==> src/rtl/dmem_access_ctrl.sv <==
//-----------------------------------------------------------------------------
// dmem_access_ctrl
//
// Initiator-side controller between the CPU datapath and a word-addressed data
// memory (asynchronous read, synchronous write, 32-bit words). It takes
// byte-addressed load/store requests and turns them into word accesses:
//   - word stores are written directly,
//   - byte/half stores are done as read-modify-write of the containing word,
//   - loads extract the addressed lane and sign- or zero-extend it,
//   - misaligned, reserved-size and out-of-range requests complete with err=1
//     and never touch memory.
//
// Ports
//   clock, reset        rising-edge clock, synchronous active-high reset
//   req                 request strobe, sampled only while busy=0
//   we                  1 = store, 0 = load
//   size                00 byte, 01 half, 10 word, 11 reserved
//   sign_ext            loads only: 1 = sign-extend, 0 = zero-extend
//   addr, wdata         byte address, right-aligned store data
//   busy                high while a request is in progress
//   done, err, rdata    one-cycle completion pulse, error flag, load result
//   Address, WriteData  word index and write word to memory
//   MemWrite, MemRead   memory strobes
//   ReadData            memory read data (combinational from Address/MemRead)
//-----------------------------------------------------------------------------
module dmem_access_ctrl #(
    parameter int ADDR_WIDTH = 8
) (
    input  logic        clock,
    input  logic        reset,
    input  logic        req,
    input  logic        we,
    input  logic [1:0]  size,
    input  logic        sign_ext,
    input  logic [31:0] addr,
    input  logic [31:0] wdata,
    output logic        busy,
    output logic        done,
    output logic        err,
    output logic [31:0] rdata,
    output logic [31:0] Address,
    output logic [31:0] WriteData,
    output logic        MemWrite,
    output logic        MemRead,
    input  logic [31:0] ReadData
);

    typedef enum logic [2:0] {
        IDLE,
        LOAD,
        RMW_RD,
        RMW_WR,
        ST_WR,
        RESP
    } state_t;

    localparam logic [1:0] SZ_BYTE = 2'b00;
    localparam logic [1:0] SZ_HALF = 2'b01;
    localparam logic [1:0] SZ_WORD = 2'b10;

    // Number of words in the memory; compared against the 30-bit word index
    // with one extra bit so ADDR_WIDTH=30 still works.
    localparam logic [30:0] DEPTH_WORDS = 31'(1) << ADDR_WIDTH;

    state_t      state, state_next;
    logic [1:0]  size_q;
    logic        sign_ext_q;
    logic [31:0] addr_q;
    logic [31:0] wdata_q;
    logic [31:0] merge_q;
    logic        err_q;
    logic        req_bad;

    // Lane extraction with extension for loads (little-endian lanes).
    function automatic logic [31:0] load_extract(
        input logic [31:0] word,
        input logic [1:0]  sz,
        input logic [1:0]  lo,
        input logic        sx
    );
        logic [7:0]  b;
        logic [15:0] h;
        b = word[{lo, 3'b000} +: 8];
        h = lo[1] ? word[31:16] : word[15:0];
        case (sz)
            SZ_BYTE: return {{24{sx & b[7]}}, b};
            SZ_HALF: return {{16{sx & h[15]}}, h};
            default: return word;
        endcase
    endfunction

    // Replace the target lane of the word read back with the store data.
    function automatic logic [31:0] store_merge(
        input logic [31:0] word,
        input logic [1:0]  sz,
        input logic [1:0]  lo,
        input logic [31:0] data
    );
        logic [31:0] m;
        m = word;
        if (sz == SZ_BYTE) begin
            m[{lo, 3'b000} +: 8] = data[7:0];
        end else if (lo[1]) begin
            m[31:16] = data[15:0];
        end else begin
            m[15:0] = data[15:0];
        end
        return m;
    endfunction

    // Validity check evaluated on the request as it is captured; the result
    // is registered in err_q on the same edge that captures the fields.
    always_comb begin
        case (size)
            SZ_BYTE: req_bad = 1'b0;
            SZ_HALF: req_bad = addr[0];
            SZ_WORD: req_bad = |addr[1:0];
            default: req_bad = 1'b1;
        endcase
        if ({1'b0, addr[31:2]} >= DEPTH_WORDS) begin
            req_bad = 1'b1;
        end
    end

    // NOTE: sequential state uses non-blocking assignments only, so every
    // register samples the values from before the edge regardless of order.
    always_ff @(posedge clock) begin
        if (reset) begin
            state      <= IDLE;
            size_q     <= '0;
            sign_ext_q <= 1'b0;
            addr_q     <= '0;
            wdata_q    <= '0;
            merge_q    <= '0;
            err_q      <= 1'b0;
            rdata      <= '0;
        end else begin
            state <= state_next;
            if (state == IDLE && req) begin
                size_q     <= size;
                sign_ext_q <= sign_ext;
                addr_q     <= addr;
                wdata_q    <= wdata;
                err_q      <= req_bad;
            end
            // rdata only moves on a completed load; stores and errors keep it.
            if (state == LOAD) begin
                rdata <= load_extract(ReadData, size_q, addr_q[1:0], sign_ext_q);
            end
            if (state == RMW_RD) begin
                merge_q <= store_merge(ReadData, size_q, addr_q[1:0], wdata_q);
            end
        end
    end

    // NOTE: every output of this block gets a default first, so no path can
    // leave one unassigned and infer a latch.
    always_comb begin
        state_next = state;
        busy       = 1'b1;
        done       = 1'b0;
        err        = 1'b0;
        MemRead    = 1'b0;
        MemWrite   = 1'b0;
        Address    = '0;
        WriteData  = '0;

        case (state)
            IDLE: begin
                busy = 1'b0;
                if (req) begin
                    if (req_bad) begin
                        state_next = RESP;
                    end else if (!we) begin
                        state_next = LOAD;
                    end else if (size == SZ_WORD) begin
                        state_next = ST_WR;
                    end else begin
                        state_next = RMW_RD;
                    end
                end
            end
            LOAD: begin
                MemRead    = 1'b1;
                Address    = {2'b00, addr_q[31:2]};
                state_next = RESP;
            end
            RMW_RD: begin
                MemRead    = 1'b1;
                Address    = {2'b00, addr_q[31:2]};
                state_next = RMW_WR;
            end
            RMW_WR: begin
                MemWrite   = 1'b1;
                Address    = {2'b00, addr_q[31:2]};
                WriteData  = merge_q;
                state_next = RESP;
            end
            ST_WR: begin
                MemWrite   = 1'b1;
                Address    = {2'b00, addr_q[31:2]};
                WriteData  = wdata_q;
                state_next = RESP;
            end
            RESP: begin
                done       = 1'b1;
                err        = err_q;
                state_next = IDLE;
            end
            default: begin
                busy       = 1'b0;
                state_next = IDLE;
            end
        endcase
    end

endmodule

==> config.mk <==
export PLATFORM = sky130hd
export DESIGN_NAME = dmem_access_ctrl
export DESIGN_NICKNAME = d
export VERILOG_FILES = /design/src/rtl/dmem_access_ctrl.sv
export SDC_FILE = /design/constraint.sdc
export NUM_CORES = 1
export LEC_CHECK = 0
export BUFFER_PORTS_ARGS = -buffer_cell sky130_fd_sc_hd__buf_2
export CORE_ASPECT_RATIO = 0.5
export CORE_UTILIZATION = 47
export DETAILED_ROUTE_END_ITERATION = 10
export GPL_ROUTABILITY_DRIVEN = 0
export PLACE_DENSITY = 0.77
export SYNTH_ARGS = -nofsm -noshare
export SYNTH_HDL_FRONTEND = slang
export SYNTH_SLANG_ARGS = --single-unit
export TNS_END_PERCENT = 20
==> constraint.sdc <==
create_clock -name clock -period 1.9 [get_ports clock]
set_input_delay 0.38 -clock clock [delete_from_list [all_inputs] [get_ports clock]]
set_output_delay 0.38 -clock clock [all_outputs]
set_load 0.1 [all_outputs]
### Word-level counts from Yosys, hierarchy flattened

Index checks and enable logic that the tools add are counted.

| word-level totals | value |
|---|---|
| bits of input ports | 103 |
| memories | 0 |
| output and inout port bits | 101 |
| RAM bits | 0 |
| register bits | 135 |
| word-level logic and storage cells | 54 |
| memory bits (read-only) | 0 |
| latch bits | 0 |

| cells by class | value |
|---|---|
| order comparisons | 1 |
| add/sub/neg operators | 1 |
| $mul | 0 |
| divide/modulo/power cells | 0 |
| bitwise operators | 2 |
| equal/unequal tests | 9 |
| multiplexer cells | 20 |
| reductions and logical operators | 10 |
| shift operators | 3 |

Operators by type and width:

| kind | count |
|---|---|
| 32-bit case mux with 2 select lines | 2 |
| 16-bit two-way mux | 3 |
| 32-bit bitwise mux | 1 |
| 32-bit two-way mux | 1 |
| 8-bit by 7-bit variable shift with 32-bit output, first input constant | 1 |
| 32-bit by 6-bit indexed part select with 8-bit output | 1 |
| 8-bit by 7-bit indexed part select with 32-bit output | 1 |
| 30-bit by 9-bit >= comparator with 1-bit output, second input constant | 1 |
| 30-bit two-way mux | 1 |
| 3-bit two-way mux | 4 |
| 3-bit case mux with 3 select lines | 1 |
| 5-bit negation with 7-bit output | 1 |
| 3-bit by 2-bit equality test with 1-bit output, second input constant | 2 |
| 3-bit equality test, second input constant | 2 |
| 1-bit two-way mux | 6 |
| 2-bit OR reduction | 3 |
| 5-bit OR reduction | 1 |
| 2-bit by 1-bit equality test with 1-bit output, second input constant | 2 |
| 2-bit logical NOT | 2 |
| 4-bit OR reduction | 1 |
| 3-bit by 1-bit equality test with 1-bit output, second input constant | 1 |
| 3-bit logical NOT | 1 |
| 1-bit case mux with 3 select lines | 1 |
| 3-bit OR reduction | 1 |
| 4 further kinds | 5 |

### Logic depth before layout (Yosys ltp)

| depth | value |
|---|---|
| depth after elaboration | 6 |
| mapped depth | 8 |

### Worst setup path before layout

OpenSTA, ideal clock, no wires.

| timing path | value |
|---|---|
| kind | reg-to-output |
| start | register state[0] |
| end | output err |
| slack | -2.207 ns |
| required time | 1.520 ns |
| cell stages (with the launch flop) | 5 |
| arrival time | 3.727 ns |
| path through | dfxtp_1 > buf_2 > inv_1 > nor3b_1 > and2_1 |

| on the way | value |
|---|---|
| word-level cells in the longest chain between the ends | 2 |

RTL lines:

| element | line | RTL |
|---|---|---|
| from (decl) | 65 | `state_t state, state_next;` |
| from (signal assigned) | 138 | `state <= state_next;` |
| 3-bit equality test | 168 | `case (state)` |
| 1-bit two-way mux | 168 |  |
| to (decl) | 39 | `output logic err,` |

Every way passes these cells.

### Worst setup path after layout

| timing path | value |
|---|---|
| start | register state[0] |
| end | output WriteData[31] |

| on the way | value |
|---|---|
| word-level cells in the longest chain between the ends | 2 |
| elaborated cells between the ends (all ways) | 3 |

RTL lines:

| element | line | RTL |
|---|---|---|
| 3-bit equality test or 3-bit by 2-bit equality test with 1-bit output (tied branches) | 168 |  |
| 32-bit case mux with 2 select lines (*) | 168 |  |
| to (decl) | 42 | `output logic [31:0] WriteData,` |

Every way passes the cells marked *; elsewhere a longest branch is shown, timed or not.

==> metrics.cfg <==
[critical_path]
cp-end-kind = output port
crit_start = state[0]
arrival_ns = 1.75
start_kind = flip-flop
crit_fanout = 13
required_ns = 1.52
reg2reg_depth = 7
crit_type = flip-flop to output port
r2r-start = addr_q[1]

[synthesis]
synth_cells = 803
synthAdderAreaFrac = 0.00951
synth-xor-area-share = 0
synth_area_um2 = 6580
ys_seq_area_frac = 0.411
syn_avg_cell_area_um2 = 8.19
ys_warn_count = 0
synth_compound_area_frac = 0.268
synth_top_family_by_area = compound AO/OA/AOI/OAI gates
ys_ff_latch = 135
ys_types = 52
synth-edff-count = 0
muxShareOfSynthArea = 0.0409
synth_simple_gate_area_frac = 0.216
async_flop_share = 0
synth_top_flop_cell = dfxtp_1

[cts]
cts_tree = yes
cts-root-buf = clkbuf_16
cts.sinks = 135
clock_path_buffers = 2
ctsHtreeMaxLevel = 4
cts-buffers-inserted = 17
cts.clk_slew.worst_paths_ns = 0.06
worstSkewPairLatency_ns = 0.42
postCtsHoldBufs = 0

[timing]
worst_slack_ns = -0.230
period_needed_ns = 2.13
setup_violations = 74
max_freq_mhz = 470
worst_pin_slew_ns = 0.587
finalMaxSlewViolations = 0
period_share = 1.12
rsz0062_at_grt = true
clock_skew_ns = 0.0120
timing.hold.ws_ns = 0.179
hold_viol_final = 0
slew_headroom = 0.603

[cells_and_area]
finalNonFillerCells = 1205
layout.nets = 1107
seq_area_um2 = 2710
syn2layout_area_growth_pct = 54.0
fillers = 861
multi_input_area_um2 = 3980
drive_above_1_share = 0.385
final_util = 0.746

[power]
p_int_uw = 5520
seqPwrFrac = 0.355
power-per-cell-area_nw_per_um2 = 870
vdd_drop_max_uv = 718
power_uw = 8810
switching_share = 0.374
pwr-share-clk = 0.362
power.leakage_uw = 0.00407
pwr-share-comb = 0.283
switchingPower_uw = 3300

[routing]
drt_iter0_drc = 969
drt_wl_total_um = 24200
dr.pass1.iters = 9
drcViolationCount = 1
num_vias = 7219
viasPerCell = 5.99
wl_per_cell_um = 20.1
final_antenna_net_count = 0

[status]
status = finished with violations
violations = DRC, setup timing

[floorplanning]
die_height_um = 85.7
die-area_um2 = 14500
core-area_um2 = 13600
top_level_ports = 204
die_width_um = 169
row_count = 30
start_util = 0.484

[global_routing]
grt_start_max_net_pins = 66
grt_pass1_vias = 7028
gr-total-overflow = 0
track_usage = 0.323
grt_first_pass_wirelength_um = 36400
antenna_found_initial = 2

[place]
place_inst = 1164
hpwl_um = 15600
port_buffers = 201

[worst_hold_path]
hold_path_depth = 2
hold_class = input port to flip-flop
hold_path.startpoint = we

[run]
cap_violations = 0

worst max-delay path, cell delays in order (launching register included):
cell and delay [ns]:
dfxtp_4 0.40, inv_2 0.07, nor3b_4 0.22, buf_4 0.17, buf_12 0.15, a22o_4 0.15, buf_12 0.17
sequential cells by signal, summed over array words and instances, names as in the netlist:
signal,count
size_q,2
state,3
rdata,32
wdata_q,32
sign_ext_q,1
err_q,1
addr_q,32
merge_q,32
placed cells by master (no fill, tap or decap), types with 6 or more instances in the layout:
cell	n
a311oi_2	10
dfxtp_1	132
nand2_1	188
buf_4	28
a21oi_1	89
nand3b_1	8
a22o_4	32
and2_4	30
o21ai_0	9
a211o_1	16
a211oi_1	12
nor2_1	45
inv_6	6
mux2_2	7
buf_12	80
buf_2	133
a311oi_1	7
mux2i_1	17
a31oi_1	6
clkbuf_16	19
a221oi_1	32
nor3_1	18
stage by stage:
| step | worst slack, ns | area (um2) | TNS [ns] |
|---|---|---|---|
| after floorplan | -0.492 | 6750 | -18.16 |
| after global placement | 0.125 | 9120 | 0 |
| after detailed placement | 0.0621 | 9120 | 0 |
| after CTS | -0.221 | 9950 | -11.16 |
| after global routing | -0.267 | 10100 | -17.90 |
| final | -0.230 | 10100 | -14.09 |
metal layers:
metal | global-route usage | share of wire | vias to the layer above
met5 | 0 | 0.00041 | -
li1 | - | - | 3271
met4 | 0.168 | 0.040 | 2
met1 | 0.391 | 0.39 | 3393
met3 | 0.0955 | 0.10 | 105
met2 | 0.525 | 0.46 | 448
logic make-up after synthesis:
logic type,count (synthesis)
AOI/OAI and AO/OA,236
adders and majority gates,5
and+or+nand+nor,321
muxes,26
other,1
buffers and inverters,79
DFF,135
power by group through the flow:
stage	Clock (uW)	Sequential [uW]	Combinational, uW
after floorplan	0	3620	1130
after global placement	0	3160	2280
after detailed placement	0	3170	2310
after CTS	3180	3120	2380
after global routing	3320	3140	2610
final	3190	3130	2500
final timing paths:
check,endpoint,slack (ns)
worst max-delay path,WriteData[31],-0.23
worst min-delay path,state[0],0.18
worst max register to register,merge_q[25],-0.14
worst min register to register,addr_q[4],0.46
timing repair:
item / CTS / global route
pin swaps: 3 / 35
resized for setup: 62 / 19
buffers inserted: 2 / 2
endpoints found under the setup margin: 68 / 106
endpoints found under the hold margin: 0 / 0
gates cloned: 1 / 3
cells in the mapped netlist (all sizes together) (2+ instances only):
cell | instances | area [um2]
nor3b | 4 | 30.0
a311oi | 17 | 211
a31oi | 6 | 37.5
clkbuf | 47 | 176
inv | 6 | 22.5
ha | 5 | 62.6
nor4 | 5 | 31.3
a21oi | 90 | 450
a211oi | 13 | 110
and2 | 34 | 213
nand2 | 192 | 723
buf | 26 | 155
o32ai | 2 | 36.3
o21ai | 9 | 45.0
nand3b | 8 | 60.1
or3 | 3 | 23.8
nor3 | 19 | 100
o31ai | 2 | 28.8
nor2 | 46 | 173
or2 | 2 | 12.5
a22o | 35 | 307
dfxtp | 135 | 2700
mux2i | 19 | 190
a222oi | 2 | 20.0
mux2 | 7 | 78.8
nand3 | 2 | 10.0
a211o | 16 | 140
o21bai | 5 | 37.5
a221oi | 33 | 289
final cells by class:
type,instances,share of cell area
diodes,1,0.000247
clock buffers,17,0.0420
clock inverters,15,0.0130
inverters,6,0.00222
multi-input cells,590,0.393
flip-flops and latches,135,0.268
well taps,192,0.0237
repair buffers,249,0.258
Note: power is estimated with default switching activity, not from simulation.
